--- src/rtl/alu.sv ---
// Registered N-bit ALU: one-cycle latency, result and overflow/negative/zero flags.
// sync_reset clears only the result so a following branch still sees the last flags.
module alu #(
    parameter int N = 8
) (
    input  logic         clk,
    input  logic         rst_n,
    input  logic         en,
    input  logic         sync_reset,
    input  logic [2:0]   opcode,
    input  logic [N-1:0] a,
    input  logic [N-1:0] b,
    output logic [N-1:0] result,
    output logic [2:0]   onz
);

    localparam logic [2:0] OP_ADD = 3'b000;
    localparam logic [2:0] OP_SUB = 3'b001;
    localparam logic [2:0] OP_AND = 3'b010;
    localparam logic [2:0] OP_OR  = 3'b011;
    localparam logic [2:0] OP_XOR = 3'b100;
    localparam logic [2:0] OP_INC = 3'b101;
    localparam logic [2:0] OP_MOV = 3'b110;
    localparam logic [2:0] OP_NOP = 3'b111;

    localparam logic [N-1:0] ONE     = N'(1);
    localparam logic [N-1:0] MAX_POS = {1'b0, {(N-1){1'b1}}};

    logic [N-1:0] r_result;
    logic [2:0]   r_onz;

    logic [N-1:0] w_res;
    logic         w_ovf;
    logic         w_op_ok;

    always_comb begin
        w_res   = '0;
        w_ovf   = 1'b0;
        w_op_ok = 1'b1;
        case (opcode)
            OP_ADD: begin
                w_res = a + b;
                w_ovf = (a[N-1] == b[N-1]) && (w_res[N-1] != a[N-1]);
            end
            OP_SUB: begin
                w_res = a - b;
                w_ovf = (a[N-1] != b[N-1]) && (w_res[N-1] != a[N-1]);
            end
            OP_AND: w_res = a & b;
            OP_OR:  w_res = a | b;
            OP_XOR: w_res = a ^ b;
            OP_INC: begin
                w_res = a + ONE;
                w_ovf = (a == MAX_POS);
            end
            OP_MOV: w_res = b;
            OP_NOP: w_res = a;
            // Only reachable with an unknown opcode: leave state untouched.
            default: w_op_ok = 1'b0;
        endcase
    end

    always_ff @(posedge clk or negedge rst_n) begin
        if (!rst_n) begin
            r_result <= '0;
            r_onz    <= 3'b000;
        end else if (sync_reset) begin
            r_result <= '0;
        end else if (en && w_op_ok) begin
            r_result <= w_res;
            r_onz    <= {w_ovf, w_res[N-1], (w_res == '0)};
        end
    end

    assign result = r_result;
    assign onz    = r_onz;

    a_known_opcode: assert property (@(posedge clk) disable iff (!rst_n)
        (en && !sync_reset) |-> !$isunknown(opcode))
        else $error("alu: unknown opcode with en=1");

endmodule

--- config.mk ---
export PLATFORM = sky130hd
export DESIGN_NAME = alu
export DESIGN_NICKNAME = d
export VERILOG_FILES = /design/src/rtl/alu.sv
export SDC_FILE = /design/constraint.sdc
export NUM_CORES = 1
export LEC_CHECK = 0
export ABC_AREA = 1
export CAP_MARGIN = 10
export CORE_MARGIN = 4
export CORE_UTILIZATION = 45
export DETAILED_ROUTE_END_ITERATION = 10
export GPL_TIMING_DRIVEN = 0
export PLACE_DENSITY = 0.69
export REMOVE_ABC_BUFFERS = 1
export SLEW_MARGIN = 20
export SYNTH_ARGS = -nofsm -noshare
export SYNTH_HDL_FRONTEND = slang
export SYNTH_SLANG_ARGS = --single-unit
--- constraint.sdc ---
create_clock -name clk -period 1 [get_ports clk]
set_input_delay 0.15 -clock clk [delete_from_list [all_inputs] [get_ports clk]]
set_output_delay 0.15 -clock clk [all_outputs]
set_load 0.005 [all_outputs]
# --- Word level (Yosys, flattened, before mapping) ---
# Cells that the tools add are included.
word_totals:
  ff_bits: 11
  input_bits: 23
  output_inout_bits: 11
  word_cells: 31
classes:
  n_addsub: 3
  eq_ne: 12
  n_mux: 4
  bitwise: 4
  n_reduce_logical: 6
op_table:
  columns: ["op", "n"]
  rows:
  - ["$pmux 8 s8", 1]
  - ["$mux 8", 2]
  - ["$eq 3x3->1 const B", 4]
  - ["$add 8x1->8 const B", 1]
  - ["$add 8x8->8", 1]
  - ["$and 8x8->8", 1]
  - ["$eq 8x7->1 const B", 1]
  - ["$logic_not 8->1", 1]
  - ["$or 8x8->8", 1]
  - ["$sub 8x8->8", 1]
  - ["$xor 8x8->8", 1]
  - ["$eq 3x2->1 const B", 2]
  - ["$eq 3x1->1 const B", 1]
  - ["$logic_not 3->1", 1]
  - ["$ne 1x1->1", 3]
  - ["$pmux 1 s3", 1]
  - ["$logic_and 1x1->1", 2]
  - ["$reduce_and 2->1", 1]
  - ["$reduce_bool 2->1", 1]
  - ["$eq 1x1->1", 1]
  - ["$not 1->1", 1]

# --- Longest topological paths before layout ---
# Gate-level depths: netlist of run 1.
logic_depth:
  depth_word: 4
  mapped_depth: 15
  depth_no_buf: 14

# --- Worst setup path after synthesis of run 1 ---
# OpenSTA, ideal clock, no wires.
synth_timing:
  kind: "input to register"
  from: "in a[0]"
  to: "reg r_onz[0] (netlist: onz[0])"
  setup_ps: 66
  arrival_time_ps: 1496
  required_time_ps: 934
  path_slack_ps: -562
  path_stages: 14
  path_buffers: 0
  cell_sequence: "inv_1 -> ha_1 -> fa_1 -> inv_1 -> nand2_1 -> nand2_1 -> nor2_1 -> nor2_1 -> nand3_1 -> nand2_1 -> nand3_1 -> nor2_1 -> nand4_1 -> nand2_1"
synth_between:
  elab_chain_cells: 3
  elab_cells_between_ends: 8
  classes_between: "3 x add/sub; 1 x mux; 3 x bitwise; 1 x reduce/logical"
synth_rtl:
  columns: ["item", "line_no", "text"]
  rows:
  - ["start: declaration", "11", "input logic [N-1:0] a,"]
  - ["$add 8x1->8 (tied with other cells)", "53", "w_res = a + ONE;"]
  - ["$pmux 8 s8 (*)", "40", "case (opcode)"]
  - ["$logic_not 8->1 (*)", "71", "r_onz <= {w_ovf, w_res[N-1], (w_res == '0)};"]
  - ["end signal: assignment", "71", null]
  - ["end: declaration", "30", "logic [2:0] r_onz;"]
# Mark *: on every way between the ends. The rest lies on a longest branch, timed or not.
# A chain may end at the register's enable or synchronous reset.

# --- Final worst setup path of run 1 ---
# Same ends and word-level chain as after synthesis.

==> impl_metrics.yaml, run 1 <==
status:
  status: "complete, but fails checks"
  violations: "setup timing"
place:
  gp_congestion: 0.932
  dp_slack_ns: -1.48
  place_hpwl_mm: 4.58
  portBuffers: 33
global_route:
  grt_start_max_net_pins: 19
  grt_usage_pct: 21.7
  grt_pass1_vias: 2310
  grt_overflow_total: 0
  grt_first_pass_wirelength_mm: 10.7
  antenna_found_initial: 0
worst_setup_path:
  path_class: "input port to flip-flop"
  arrival_ns: 1.68
  reg2reg_slack_ns: 0.15
  cp-end-kind: "flip-flop"
  critPathRequiredTime_ns: 1.17
  critical_path.max_fanout: 4
  cp-start-kind: "input port"
layout:
  nets: 479
  n_antenna_cell: 0
  postLayoutCoreUtil_pct: 73.5
  syn_to_final_growth_pct: 55.4
  drive_gt1_share_pct: 39.2
power:
  power_density_mw_per_mm2: 764
  p_int_mw: 1.47
  netSwitchingPower_mw: 1.01
  p_clk_share_pct: 17.6
  switching_share_pct: 40.8
  p_leak_nw: 1.66
  seqPwrFrac_pct: 20.3
  combPwrFrac_pct: 62.1
  irDropWorstVdd_mv: 0.348
timing:
  relSlewSlack_pct: 67.6
  skew_ns: 0
  finalSetupViolCount: 11
  worst_pin_slew_ns: 0.484
  rsz0062_at_grt: "yes"
  min_period_over_period_pct: 151
  slew_violations: 0
  min_period_ns: 1.51
  fin_ws_ns: -0.509
  hold_violations: 0
  fmax_ghz: 0.662
clock_tree:
  cts_made_buffers: 3
  cts_hold_buf: 0
  clk_pin_slew_ns: 0.05
  cts.htree.levels: 1
  cts_sinks: 11
  clk-insertion-delay-late_ns: 0.23
  cts_max_path_buffers: 2
  root_buffer: "clkbuf_8"
  tritoncts: "done"
routing:
  wl_per_cell_um: 13.9
  vias_per_cell: 5.36
  vias: 2578
  dr.pass1.iters: 5
  post-route-drc-count: 0
  ant_nets: 0
  routed_wl_mm: 6.69
  drtIter0Drc: 132
logic_synthesis:
  ys.flop_type: "dfrtp_1"
  yosysUniqueCellTypes: 30
  synth_edf_count: 0
  syn_avg_cell_area_um2: 5.77
  ys_warn_count: 0
  async_flop_share_pct: 100
  syn_inst: 362
  yosysSeqAreaShare_pct: 13.2
  netlist_area_mm2: 0.00209
  ys_ff_latch: 11
floorplanning:
  die_width_um: 76.1
  core-area_mm2: 0.00441
  start_util_pct: 47.3
  design.die.area_mm2: 0.00579
  rows: 24
  io_pins: 34
  die_height_um: 76.1
run:
  drv_cap: 0
hold_path:
  hp-class: "input port to asynchronous set/reset pin"
==> power groups by stage <==
stage,registers [mW],clock network (mW),logic (mW)
6_report,0.503,0.438,1.54
5_1_grt,0.506,0.469,1.68
4_1_cts,0.502,0.437,1.28
3_5_place_dp,0.511,0,0.971
3_3_place_gp,0.508,0,0.958
2_1_floorplan,0.513,0,0.585
==> cells in the mapped netlist (2+ instances only) <==
master   number  area (µm²)
nand2_1     102         383
fa_1          2        40.0
o22ai_1       4        25.0
a21oi_1       7        35.0
buf_2         2        10.0
inv_4         2        12.5
buf_6         5        56.3
inv_1        64         240
nand4_1      18         113
o21ai_0      12        60.1
buf_4         2        15.0
inv_2         4        15.0
dfrtp_1      11         275
ha_1         24         300
nor2_1       48         180
nand3_2       3        30.0
nand3_1      39         195
==> final timing paths <==
path | from | end | cells past startpoint
hold reg to reg | onz[2] | onz[2] | 2
hold / removal | rst_n | result[3] | 1
max in group asynchronous | rst_n | onz[0] | 1
min in group clk | a[6] | result[6] | 7
setup reg to reg | result[4] | result[4] | 4
setup / recovery | a[0] | onz[0] | 12
==> sequential cells by signal, indices dropped and copies added (netlist names) <==
| signal | cells |
|---|---|
| result | 8 |
| onz | 3 |
==> routing by layer <==
layer | GRT usage [%] | part of all wire (%) | vias to the layer above
met5 | 0 | 0 | -
met4 | 7.17 | 2.8 | 0
met3 | 2.13 | 6.3 | 17
met2 | 35.6 | 49 | 97
met1 | 29.7 | 42 | 1181
li1 | - | - | 1283
==> through the flow <==
stage / hold WS (ns) / cell area [µm²] / power (mW) / instances / TNS [ns]
3_5_place_dp: 0.471 / 2400 / 1.48 / 437 / -14.37
5_1_grt: 0.288 / 3250 / 2.66 / 481 / -4.57
3_3_place_gp: 0.468 / 2400 / 1.47 / 437 / -14.17
4_1_cts: 0.255 / 2910 / 2.22 / 469 / -3.33
2_1_floorplan: -0.146 / 2000 / 1.10 / 352 / -4.12
6_report: 0.244 / 3250 / 2.48 / 481 / -3.66
==> worst max-delay path, cell delays in order <==
cell     delay [ns]
buf_12         0.10
inv_8          0.03
ha_4           0.15
fa_2           0.53
nor2_2         0.04
nor3b_2        0.19
nand2_1        0.08
nand2_1        0.09
nand2_1        0.08
nor2_2         0.11
nand4_1        0.07
nand2_1        0.07
==> what timing repair did <==
item	CTS	global route
pin swaps	35	37
endpoints found under the setup margin	22	13
buffers inserted	29	13
resized for setup	211	75
==> placed cells by master (no fill, tap or decap), drive strengths merged, types with 7 or more instances in the layout <==
cell type	count
clkdlybuf4s15	12
nand4	18
nand3	43
buf	57
ha	24
nand2	103
dfrtp	11
a21oi	7
o21ai	13
inv	70
nor2	49
==> kinds of logic (layout without fill, tap and decap cells) <==
| family | after synthesis | after routing | share of synthesized area, % |
|---|---|---|---|
| and+or+nand+nor | 218 | 218 | 46.5 |
| xor gates and xnor gates | 1 | 1 | 0.419 |
| DFF | 11 | 11 | 13.2 |
| adders and majority gates | 26 | 26 | 16.3 |
| AOI/OAI and AO/OA | 26 | 26 | 6.71 |
| buffers and inverters | 80 | 147 | 16.9 |
==> area by class of cell <==
type	count	area, µm²
inverter	70	315
tap	52	65.1
multi-input combinational	271	1850
clock buffer	4	45.0
timing repair buffer	73	692
fill	351	1170
sequential	11	275
(Power assumes the default switching activity.)
==> run 2: changes to the inputs <==
RECOVER_POWER = 25   (was default)
SLEW_MARGIN = default   (was 20)
clock period = 1.62 ns   (was 1 ns; I/O delays follow)
==> impl_metrics.yaml, run 2 (synthesized netlist as in run 1, its figures left out) <==
place:
  place_hpwl_mm: 4.58
  portBuffers: 33
  gp_congestion: 0.932
  place_area_mm2: 0.00240
power:
  p_leak_nw: 1.44
  irDropWorstVdd_mv: 0.199
  report.power.total_mw: 1.34
  power_density_mw_per_mm2: 484
clock_tree:
  root_buffer: "clkbuf_8"
  cts.htree.levels: 1
  cts_hold_buf: 0
  cts_max_path_buffers: 2
  cts_made_buffers: 3
  tritoncts: "done"
  clk_pin_slew_ns: 0.05
  cts_sinks: 11
  clk-insertion-delay-late_ns: 0.23
worst_setup_path:
  cp-startpoint: "b[0]"
  cp_num_buf_inv: 1
  cpPeakStageDelay_ns: 0.52
  reg2reg_slack_ns: 0.99
  crit_cells: 11
  ff2ff_path_depth: 2
  critPathRequiredTime_ns: 1.79
  r2r_start: "result[5]"
  arrival_ns: 1.81
  cp-endpoint: "onz[0]"
  cp-end-kind: "flip-flop"
  critPathTopFamily: "simple AND/OR/NAND/NOR gates"
  critical_path.max_fanout: 4
  path_class: "input port to flip-flop"
  crit_slowest_cell: "fa_2"
  path_cells: "buf_4, ha_4, fa_2, nor2_1, nor3b_2, nand2_1, nand2_2, nand2_2, nor2_2, nand4_1, nand2_1"
  regToRegEndpoint: "result[5]"
  cp-start-kind: "input port"
timing:
  min_period_over_period_pct: 101
  fin_ws_ns: -0.0234
  worst_pin_slew_ns: 0.517
  hold_violations: 0
  finalSetupViolCount: 2
  rsz0062_at_grt: "yes"
  slew_violations: 0
  skew_ns: 0
  fmax_ghz: 0.608
  relSlewSlack_pct: 65.4
  min_period_ns: 1.64
floorplanning:
  io_pins: 34
  core-area_mm2: 0.00441
  rows: 24
  die_width_um: 76.1
  start_util_pct: 47.3
  die_height_um: 76.1
  design.die.area_mm2: 0.00579
layout:
  nets: 454
  postLayoutCoreUtil_pct: 62.7
  final_common_cell: "nand2_1"
  fill_cells: 444
  seqCellArea_um2: 275
  drive_gt1_share_pct: 26.7
  n_antenna_cell: 0
  largest_reg_flops: 8
  multi_input_area_mm2: 0.00170
  final_cell_mix: "nand2_1 (93), inv_1 (45), nor2_1 (40)"
  syn_to_final_growth_pct: 32.5
  final_cell_area_mm2: 0.00277
global_route:
  grt_start_max_net_pins: 19
  antenna_found_initial: 0
  grt_first_pass_wirelength_mm: 10.2
  grt_pass1_vias: 2218
  grt_usage_pct: 20.8
  grt_overflow_total: 0
routing:
  routed_wl_mm: 6.26
  routedLengthMet1_mm: 2.71
  post-route-drc-count: 0
  vias: 2440
  wl_per_cell_um: 13.7
  dr.pass1.iters: 5
  drtIter0Drc: 156
  dr.max_layer_used: "met4"
  vias_per_cell: 5.35
  ant_nets: 0
  wl_met2_mm: 2.97
  met3_length_um: 445
run:
  drv_cap: 0
status:
  violations: "setup timing"
  status: "complete, but fails checks"
hold_path:
  hp-class: "input port to asynchronous set/reset pin"
## run 2: cell type report
| class | instances | share of cell area [%] |
|---|---|---|
| flip-flops and latches | 11 | 9.95 |
| inverters | 70 | 9.86 |
| repair buffers | 48 | 14.7 |
| well taps | 52 | 2.35 |
| clock buffers | 4 | 1.63 |
| multi-input cells | 271 | 61.5 |
## run 2: metrics by stage
step / setup TNS [ns] / std cells / hold slack, ns / setup slack, ns
final: -0.0295 / 456 / 0.423 / -0.0234
after global routing: -0.188 / 456 / 0.454 / -0.111
after CTS: 0 / 455 / 0.348 / 0.00130
after detailed placement: -8.58 / 437 / 0.471 / -0.954
after global placement: -8.38 / 437 / 0.468 / -0.969
after floorplan: -0.0356 / 352 / -0.0526 / -0.0356
## run 2: per-layer routing
| metal | vias up | global-route usage, % |
|---|---|---|
| li1 | 1233 | - |
| met1 | 1097 | 28.6 |
| met2 | 95 | 33.4 |
| met3 | 15 | 2.25 |
| met4 | 0 | 7.87 |
| met5 | - | 0 |
## run 2: worst min path at each step
stage	slack (ns)	to	from	depth (start not counted)
2_1_floorplan	-0.05	onz[0]	rst_n	0
3_3_place_gp	0.47	onz[1]	onz[1]	2
3_5_place_dp	0.47	onz[0]	onz[0]	2
4_1_cts	0.35	result[3]	rst_n	1
5_1_grt	0.45	result[3]	rst_n	1
6_report	0.42	result[3]	rst_n	1
## run 2: power by group
| group | internal, mW | total (mW) | switching (mW) |
|---|---|---|---|
| clock | 0.172 | 0.264 | 0.0917 |
| combinational | 0.325 | 0.766 | 0.440 |
| sequential | 0.299 | 0.310 | 0.0113 |
| total | 0.796 | 1.34 | 0.543 |
## run 2: what timing repair did
action / in CTS / in global routing
pin swaps: 19 / 19
buffers inserted: 14 / 1
resized for setup: 110 / 44
setup endpoints to repair: 11 / 9
==> run 3: changes to the inputs <==
DONT_BUFFER_PORTS = 1   (was default)
PLACE_DENSITY = default   (was 0.69)
==> impl_metrics.yaml, run 3 (synthesized netlist as in run 1, its figures left out) <==
timing:
  relSlewSlack_pct: 70.3
  min_period_ns: 1.56
  worst_pin_slew_ns: 0.444
  hold_violations: 0
  skew_ns: 0
  fmax_ghz: 0.641
  rsz0062_at_grt: "yes"
  fin_ws_ns: 0.0588
  finalSetupViolCount: 0
  min_period_over_period_pct: 96.4
  slew_violations: 0
power:
  irDropWorstVdd_mv: 0.283
  p_leak_nw: 1.22
  power_density_mw_per_mm2: 488
place:
  dp_slack_ns: -0.273
  dp.cells: 404
  place_hpwl_mm: 4.55
  gp_congestion: 0.897
  portBuffers: 0
global_route:
  grt_pass1_vias: 2039
  grt_usage_pct: 20.0
  grt_start_max_net_pins: 19
  grt_overflow_total: 0
  grt_first_pass_wirelength_mm: 9.78
  antenna_found_initial: 0
layout:
  drive_gt1_share_pct: 10.9
  largest_reg_flops: 8
  final_common_cell: "nand2_1"
  multi_input_area_mm2: 0.00156
  seqCellArea_um2: 275
  final_cell_mix: "nand2_1 (99), inv_1 (60), nor2_1 (47)"
  syn_to_final_growth_pct: 7.37
  nets: 409
  fill_cells: 482
  n_antenna_cell: 0
  instances_no_fill: 411
floorplanning:
  die_height_um: 76.1
  rows: 24
  die_width_um: 76.1
  start_util_pct: 47.3
  io_pins: 34
  design.die.area_mm2: 0.00579
  core-area_mm2: 0.00441
routing:
  vias: 2129
  wl_per_cell_um: 14.0
  drtIter0Drc: 92
  vias_per_cell: 5.18
  dr.pass1.iters: 4
  post-route-drc-count: 0
  ant_nets: 0
  routed_wl_mm: 5.75
clock_tree:
  clk-insertion-delay-late_ns: 0.23
  cts.htree.levels: 1
  cts_made_buffers: 3
  tritoncts: "done"
  clk_pin_slew_ns: 0.05
  cts_sinks: 11
  cts_max_path_buffers: 2
  root_buffer: "clkbuf_8"
worst_setup_path:
  cpMostUsedCell: "nand2_1"
  path_class: "input port to flip-flop"
  r2r_start: "result[7]"
  crit_slowest_cell: "fa_2"
  cp-end-kind: "flip-flop"
  ff2ff_path_depth: 2
  reg2reg_slack_ns: 0.95
  regToRegEndpoint: "result[7]"
  cpPeakStageDelay_ns: 0.54
  cp-start-kind: "input port"
  arrival_ns: 1.73
  critPathRequiredTime_ns: 1.79
  critical_path.max_fanout: 6
  path_cells: "clkinvlp_4, ha_4, fa_2, nor2_2, nor3b_2, nand2_1, nand2_1, nand2_1, nor2_1, nand4_1, nand2_1"
hold_path:
  holdPathEnd: "onz[2]"
  worstHoldStart: "sync_reset"
  hp-class: "input port to flip-flop"
  min_path_cells: 3
status:
  status: "complete, no violations"
run:
  drv_cap: 0
run 3: what timing repair did:
item	CTS	global route
setup buffers	0	2
pin swaps	2	12
gates resized for setup	2	22
hold endpoints to repair	11	0
setup endpoints to repair	1	6
hold buffers	1	0
run 3: final cells by class:
class | count | area share, %
inverter | 70 | 12.3
sequential | 11 | 12.3
multi-input combinational | 271 | 69.4
tap | 52 | 2.90
timing repair buffer | 3 | 1.12
clock buffer | 4 | 2.01
run 3: stage by stage:
| stage | setup TNS, ns | power (mW) | utilization (%) | hold WS [ns] | instance area [µm²] |
|---|---|---|---|---|---|
| 2_1_floorplan | -0.0356 | 0.678 | - | -0.0526 | 2000 |
| 3_3_place_gp | -0.886 | 0.774 | 46.9 | -0.0524 | 2070 |
| 3_5_place_dp | -1.02 | 0.777 | 46.9 | -0.0523 | 2070 |
| 4_1_cts | 0 | 1.05 | 48.2 | 0.272 | 2130 |
| 5_1_grt | -0.0426 | 1.21 | 50.8 | 0.295 | 2240 |
| 6_report | 0 | 1.09 | 50.8 | 0.270 | 2240 |
run 3: how the worst max path moves through the flow:
stage          slack (ns)  depth (start not counted)  start  endpoint
6_report             0.06                         11   a[0]    onz[0]
3_3_place_gp        -0.26                         14   a[0]    onz[0]
2_1_floorplan       -0.04                         14   a[0]    onz[0]
4_1_cts             0.002                         11   a[0]    onz[0]
5_1_grt             -0.04                         11   a[0]    onz[0]
3_5_place_dp        -0.27                         14   a[0]    onz[0]
run 3: per-layer routing:
layer / vias to the layer above / share of wire, % / global-route usage [%]
met4: 0 / 0.56 / 3.67
met5: - / 0 / 0
met1: 949 / 48 / 27.9
met3: 4 / 5.2 / 3.07
met2: 47 / 46 / 32.7
li1: 1129 / - / -
run 3: worst max-delay path: cells and delay by family:
kind                     cells  cell delay, ns
adder cells (fa/ha/maj)      2            0.71
AND/OR/NAND/NOR              8            0.70
buffers and inverters        1            0.08
run 3: power by group:
group | switching, mW | internal [mW]
Clock | 0.0925 | 0.172
Combinational | 0.322 | 0.191
Sequential | 0.0177 | 0.299
Total | 0.433 | 0.662
==> RTL change 1 (flow settings as in run 3) <==
The parameter `N` goes from 8 to 4.
--- a/src/rtl/alu.sv
+++ b/src/rtl/alu.sv
@@ -1,7 +1,7 @@
 // Registered N-bit ALU: one-cycle latency, result and overflow/negative/zero flags.
 // sync_reset clears only the result so a following branch still sees the last flags.
 module alu #(
-    parameter int N = 8
+    parameter int N = 4
 ) (
     input  logic         clk,
     input  logic         rst_n,
Ports: changed (resized a, b and result); port bits go from 34 to 22. The function was not compared with the original's and may differ.
==> RTL change 1 against run 3 <==
Clock power decreased by 39%. Hold slack got worse by 0.066 ns. Worst setup slack improved by 0.14 ns. Final cell count decreased by 53%. Design area decreased by 53%. Core utilization decreased by 2.2 points. Global-route usage decreased by 2.9 points. Via count decreased by 51%. Routed wire length decreased by 56%. Sequential cell count decreased by 4. Area after synthesis decreased by 51%. Power decreased by 49%.
==> RTL change 1: results (changes against run 3) <==
| Metric | Value |
|---|---|
| Initial antenna violation count | `0 (unchanged)` |
| Gpl congestion | `0.9199 (+2.6%)` |
| Worst-path maximum fanout | `7 (+1)` |
| Number of flip-flops in the largest register | `4 (-4)` |
| Iteration-0 DRC Markers | `60 (-35%)` |
| Clock root cell | `clkbuf_4` |
| VDD IR max | `0.4135 mV (+46%)` |
| Layout cell share with drive strength beyond 1 | `0.05488 (-0.05376)` |
| # resized after CTS | `0 (-2)` |
| Clk_lat worst skew | `0.25 ns (+0.02 ns)` |
| Vias in the first global route | `963 (-53%)` |
| Lkg Pwr | `0.0006209 uW (-49%)` |
| Routed vias/inst | `5.401 (+4.3%)` |
| Met2 Track Usage GR | `0.2568 (-0.07030)` |
| CTS Buf Count | `3 (unchanged)` |
| Post-synth cell types | `18 (-40%)` |
| Top post-synthesis cells by area | `nand2_1 17%, dfrtp_1 17%, ha_1 15%, nand3_1 11%, inv_1 9.2%` |
| Met3 Track Usage GR | `0.03944 (+0.008710)` |
| Post-DP Area | `1026 um^2 (-50%)` |
| WP data arrival | `1.62 ns (-0.11 ns)` |
| NumNets Final | `194 (-53%)` |
| Total GRT Usage | `0.1712 (-0.02883)` |
| Met1 Usage GRT | `0.2546 (-0.02446)` |
| Post-DP HPWL | `1996 um (-56%)` |
| First-pass GRT wire length | `4388 um (-55%)` |
| Routed vias | `1037 (-51%)` |
| Top cell types by occurrence after synthesis | `47 x nand2_1, 25 x inv_1, 22 x nand3_1` |
| DP Worst Slack | `-0.04905 ns (+0.2244 ns)` |
| Number of synthesis warnings | `0 (unchanged)` |
| Post-synthesis cell count | `162 (-55%)` |
| WL/cell | `13.05 um (-6.7%)` |
| Relative slew slack | `0.7557 (+0.05274)` |
| Largest net degree at the start of global routing | `14 (-5)` |
| Status | `finished clean` |
| Post-synthesis sequential area ratio | `0.1709 (+0.03912)` |
==> RTL change 1: cell types whose count changed after synthesis, moves of 8 or more <==
cell / before / now
nand4_1: 18 / 10
inv_1: 64 / 25
nand3_1: 39 / 22
nand2_1: 102 / 47
nor2_1: 48 / 18
o21ai_0: 12 / 0
ha_1: 24 / 12
==> RTL change 1: worst max-delay path, stage by stage <==
cell and delay (ns):
inv_1 0.06, ha_1 0.18, inv_1 0.06, fa_1 0.37, inv_1 0.07, nand2_1 0.04
nand2_1 0.07, nor2_1 0.04, nor2_1 0.10, nand3_1 0.13, nor2_1 0.11, nand3_1 0.09
nand2_1 0.06
==> RTL change 1: area by class of cell <==
type | count | area, um^2
clock buffers | 3 | 22.52
well taps | 28 | 35.03
fillers | 238 | 1127
inverters | 25 | 93.84
clock inverters | 1 | 5.005
repair buffers | 1 | 10.01
flip-flops and latches | 7 | 175.2
multi-input cells | 127 | 721.9
==> RTL change 1: where the power goes <==
group	internal [uW]	switching, uW	leakage [uW]	total [uW]
registers	193	13.0	0.0000935	206
clock network	90.4	69.9	0.0000177	160
logic	72.2	118	0.000510	190
total	356	201	0.000621	557
==> RTL change 1: per-stage QoR <==
| step | hold slack, ns | setup TNS, ns | power, uW |
|---|---|---|---|
| floorplan | -0.05259 | 0 | 353.0 |
| global placement | -0.05246 | -0.05925 | 390.4 |
| detailed placement | -0.05245 | -0.04905 | 393.8 |
| CTS | 0.1990 | 0 | 557.9 |
| global route | 0.2147 | 0 | 611.3 |
| finish | 0.2033 | 0 | 556.5 |
==> RTL change 1: final timing paths <==
kind	startpoint	end	slack [ns]	depth (start not counted)
min reg2reg	onz[2]	onz[2]	0.51	2
max in group asynchronous	rst_n	result[1]	1.06	1
min	sync_reset	result[1]	0.20	3
max reg2reg	result[3]	result[3]	0.97	2
min in group asynchronous	rst_n	onz[0]	0.32	1
max	a[0]	onz[0]	0.20	13
==> RTL change 1: logic make-up (layout without fill, tap and decap cells) <==
kind of cell,count (synthesis),count (layout),share of synthesized area
simple gates,105,105,0.4689
fa+ha+maj,14,14,0.1856
compound gates,5,5,0.02442
flops,7,7,0.1709
buf+inv,28,30,0.1245
xor+xnor,3,3,0.02565
==> RTL change 1: routing by layer <==
metal  wire, um  part of all wire  vias up
met3        236             0.094        0
met2       1125              0.45       51
met1       1142              0.46      467
met5          0                 0        -
li1           -                 -      519
met4          0                 0        0
==> RTL change 2 (settings of run 3) <==
Made on the original files. Register the output `result` once more; this adds one clock of latency there. The other outputs are not delayed to match. Comments in the files are not updated.
--- a/src/rtl/alu.sv
+++ b/src/rtl/alu.sv
@@ -72,7 +72,9 @@
         end
     end
 
-    assign result = r_result;
+    always_ff @(posedge clk) begin
+        result <= r_result;
+    end
     assign onz    = r_onz;
 
     a_known_opcode: assert property (@(posedge clk) disable iff (!rst_n)
Behaviour: not the same (Yosys sat finds a counterexample within 4 cycles, from zero or initial values and one cycle with rst_n low).
==> RTL change 2 against run 3 <==
Synthesized cell count is 4.4% higher. Design area is 9.7% higher. Area after synthesis is 11% higher. Power is 25% higher. Critical endpoint unchanged. Routed wire length is 6.5% higher. Sequential cell count is 8 higher. Via count is 3.9% higher. Worst setup slack better by 0.027 ns.
==> RTL change 2: results (changes against run 3) <==
| Metric | Value |
|---|---|
| Status | `finished clean` |
| Mean Syn Cell Area | `6.117 um^2 (+6.0%)` |
| WP data arrival | `1.67 ns (-0.06 ns)` |
| Iteration-0 DRC Markers | `110 (+20%)` |
| First-pass GRT wire length | `10240 um (+4.7%)` |
| Synth async-reset ratio | `0.5789 (-0.4211)` |
| Routed vias/inst | `5.014 (-3.2%)` |
| Crit-path leading delay family | `simple AND/OR/NAND/NOR gates` |
| Total GRT Usage | `0.2048 (+0.004788)` |
| Lkg Pwr | `0.001306 uW (+7.3%)` |
| Port bufs | `0 (unchanged)` |
| Slew @ Worst Pin | `0.5150 ns (+0.07092 ns)` |
| Setup Skew | `0.001253 ns (+0.001253 ns)` |
| Largest net degree at the start of global routing | `17 (-2)` |
| Post-DP HPWL | `4966 um (+9.1%)` |
| Top post-synthesis cells by area | `nand2_1 18%, ha_1 13%, dfrtp_1 12%, inv_1 10%, nand3_1 8.4%` |
| Reg clk slew, reported paths | `0.06 ns` |
| Final Hold Fails | `0 (unchanged)` |
| CTS Buf Count | `3 (unchanged)` |
| Drt pass-1 iters | `4 (unchanged)` |
| Setup Buffers After CTS | `0 (unchanged)` |
| Routed WL | `6120 um (+6.5%)` |
| Post-Layout Cell Count | `441 (+7.3%)` |
| Ant diodes | `0 (unchanged)` |
| NumNets Final | `424 (+3.7%)` |
| Max Root-Sink Buffers | `2 (unchanged)` |
| Clock root cell | `clkbuf_8` |
| Post-synth cell types | `31 (+3.3%)` |
| Post-synth top flop | `dfrtp_1` |
| DP Worst Slack | `-0.3229 ns (-0.04942 ns)` |
| CP max-delay cell | `nand3_1` |
| HP Class | `input pin to flop` |
| Layout cell share with drive strength beyond 1 | `0.1176 (+0.009012)` |
| Post-synthesis sequential area ratio | `0.1883 (+0.05650)` |
| VDD IR max | `0.3581 mV (+27%)` |
| # H-tree levels | `1 (unchanged)` |
| CP peak stage delay | `0.36 ns (-0.18 ns)` |
| Clk_lat worst skew | `0.25 ns (+0.02 ns)` |
| Initial antenna violation count | `0 (unchanged)` |
| Worst-path maximum fanout | `13 (+7)` |
| Gpl congestion | `0.8273 (-7.7%)` |
| Vias in the first global route | `2085 (+2.3%)` |
| Fillcell total | `528 (+9.5%)` |
| Top cell types by occurrence after synthesis | `109 x nand2_1, 64 x inv_1, 44 x nor2_1` |
| Post-DP Area | `2325 um^2 (+12%)` |
| Number of synthesis warnings | `0 (unchanged)` |
-- RTL change 2: cell count changes in the layout (fill, tap and decap cells not counted), moves of 3 or more --
| cell | before | now |
|---|---|---|
| dfxtp_1 | 0 | 8 |
| nand2_2 | 4 | 1 |
| nor2_1 | 47 | 43 |
| nand2_1 | 99 | 108 |
| nor2_2 | 1 | 8 |
-- RTL change 2: cell families (layout without fill, tap and decap cells) --
logic type / Yosys count / after routing / share of synthesized area
AND/OR/NAND/NOR: 229 / 229 / 0.4562
buffers and inverters: 76 / 72 / 0.1396
adder cells (fa/ha/maj): 26 / 26 / 0.1472
AO/OA/AOI/OAI: 26 / 26 / 0.06115
flip-flops: 19 / 19 / 0.1883
XOR/XNOR: 2 / 2 / 0.007577
-- RTL change 2: routing by layer --
| layer | up-vias | global-route usage | routed length, um |
|---|---|---|---|
| met1 | 986 | 0.2876 | 2937 |
| met2 | 37 | 0.3389 | 2883 |
| met4 | 0 | 0.03436 | 87 |
| met5 | - | 0 | 0 |
| li1 | 1182 | - | - |
| met3 | 6 | 0.02596 | 212 |
-- RTL change 2: report_power, final --
| part | total (uW) | switching [uW] | internal [uW] |
|---|---|---|---|
| sequential | 533 | 20.8 | 512 |
| clock | 314 | 140 | 174 |
| combinational | 522 | 333 | 189 |
-- RTL change 2: path summary, 6_finish.rpt --
check	from	endpoint	slack, ns	cells past startpoint
max	opcode[2]	onz[0]	0.09	11
max reg2reg	onz[0]	onz[0]	0.97	2
min in group asynchronous	rst_n	r_result[2]	0.40	1
max in group asynchronous	rst_n	r_result[4]	0.88	1
min reg2reg	r_result[7]	result[7]	0.37	0
min	sync_reset	onz[2]	0.26	3
-- RTL change 2: tightest hold or removal path, stage by stage --
cell and delay (ns):
nor2_1 0.09, nand2_1 0.09, nand2_1 0.04
-- RTL change 2: repair_timing --
item	CTS	global route
hold endpoints to repair	11	0
endpoints found under the setup margin	2	5
pin swaps	0	1
gates resized for setup	5	18
hold buffers	1	0
-- RTL change 2: through the flow --
stage / util / hold slack, ns
after detailed placement: 0.4795 / -0.05237
final: 0.5074 / 0.2579
after global routing: 0.5074 / 0.2947
after global placement: 0.4795 / -0.05230
after CTS: 0.4934 / 0.2578
after floorplan: - / -0.05259
-- RTL change 2: cell type report --
class / instances / area share
sequential: 19 / 0.1770
tap: 67 / 0.03408
timing repair buffer: 1 / 0.004069
inverter: 67 / 0.1033
clock buffer: 4 / 0.01831
multi-input combinational: 283 / 0.6633
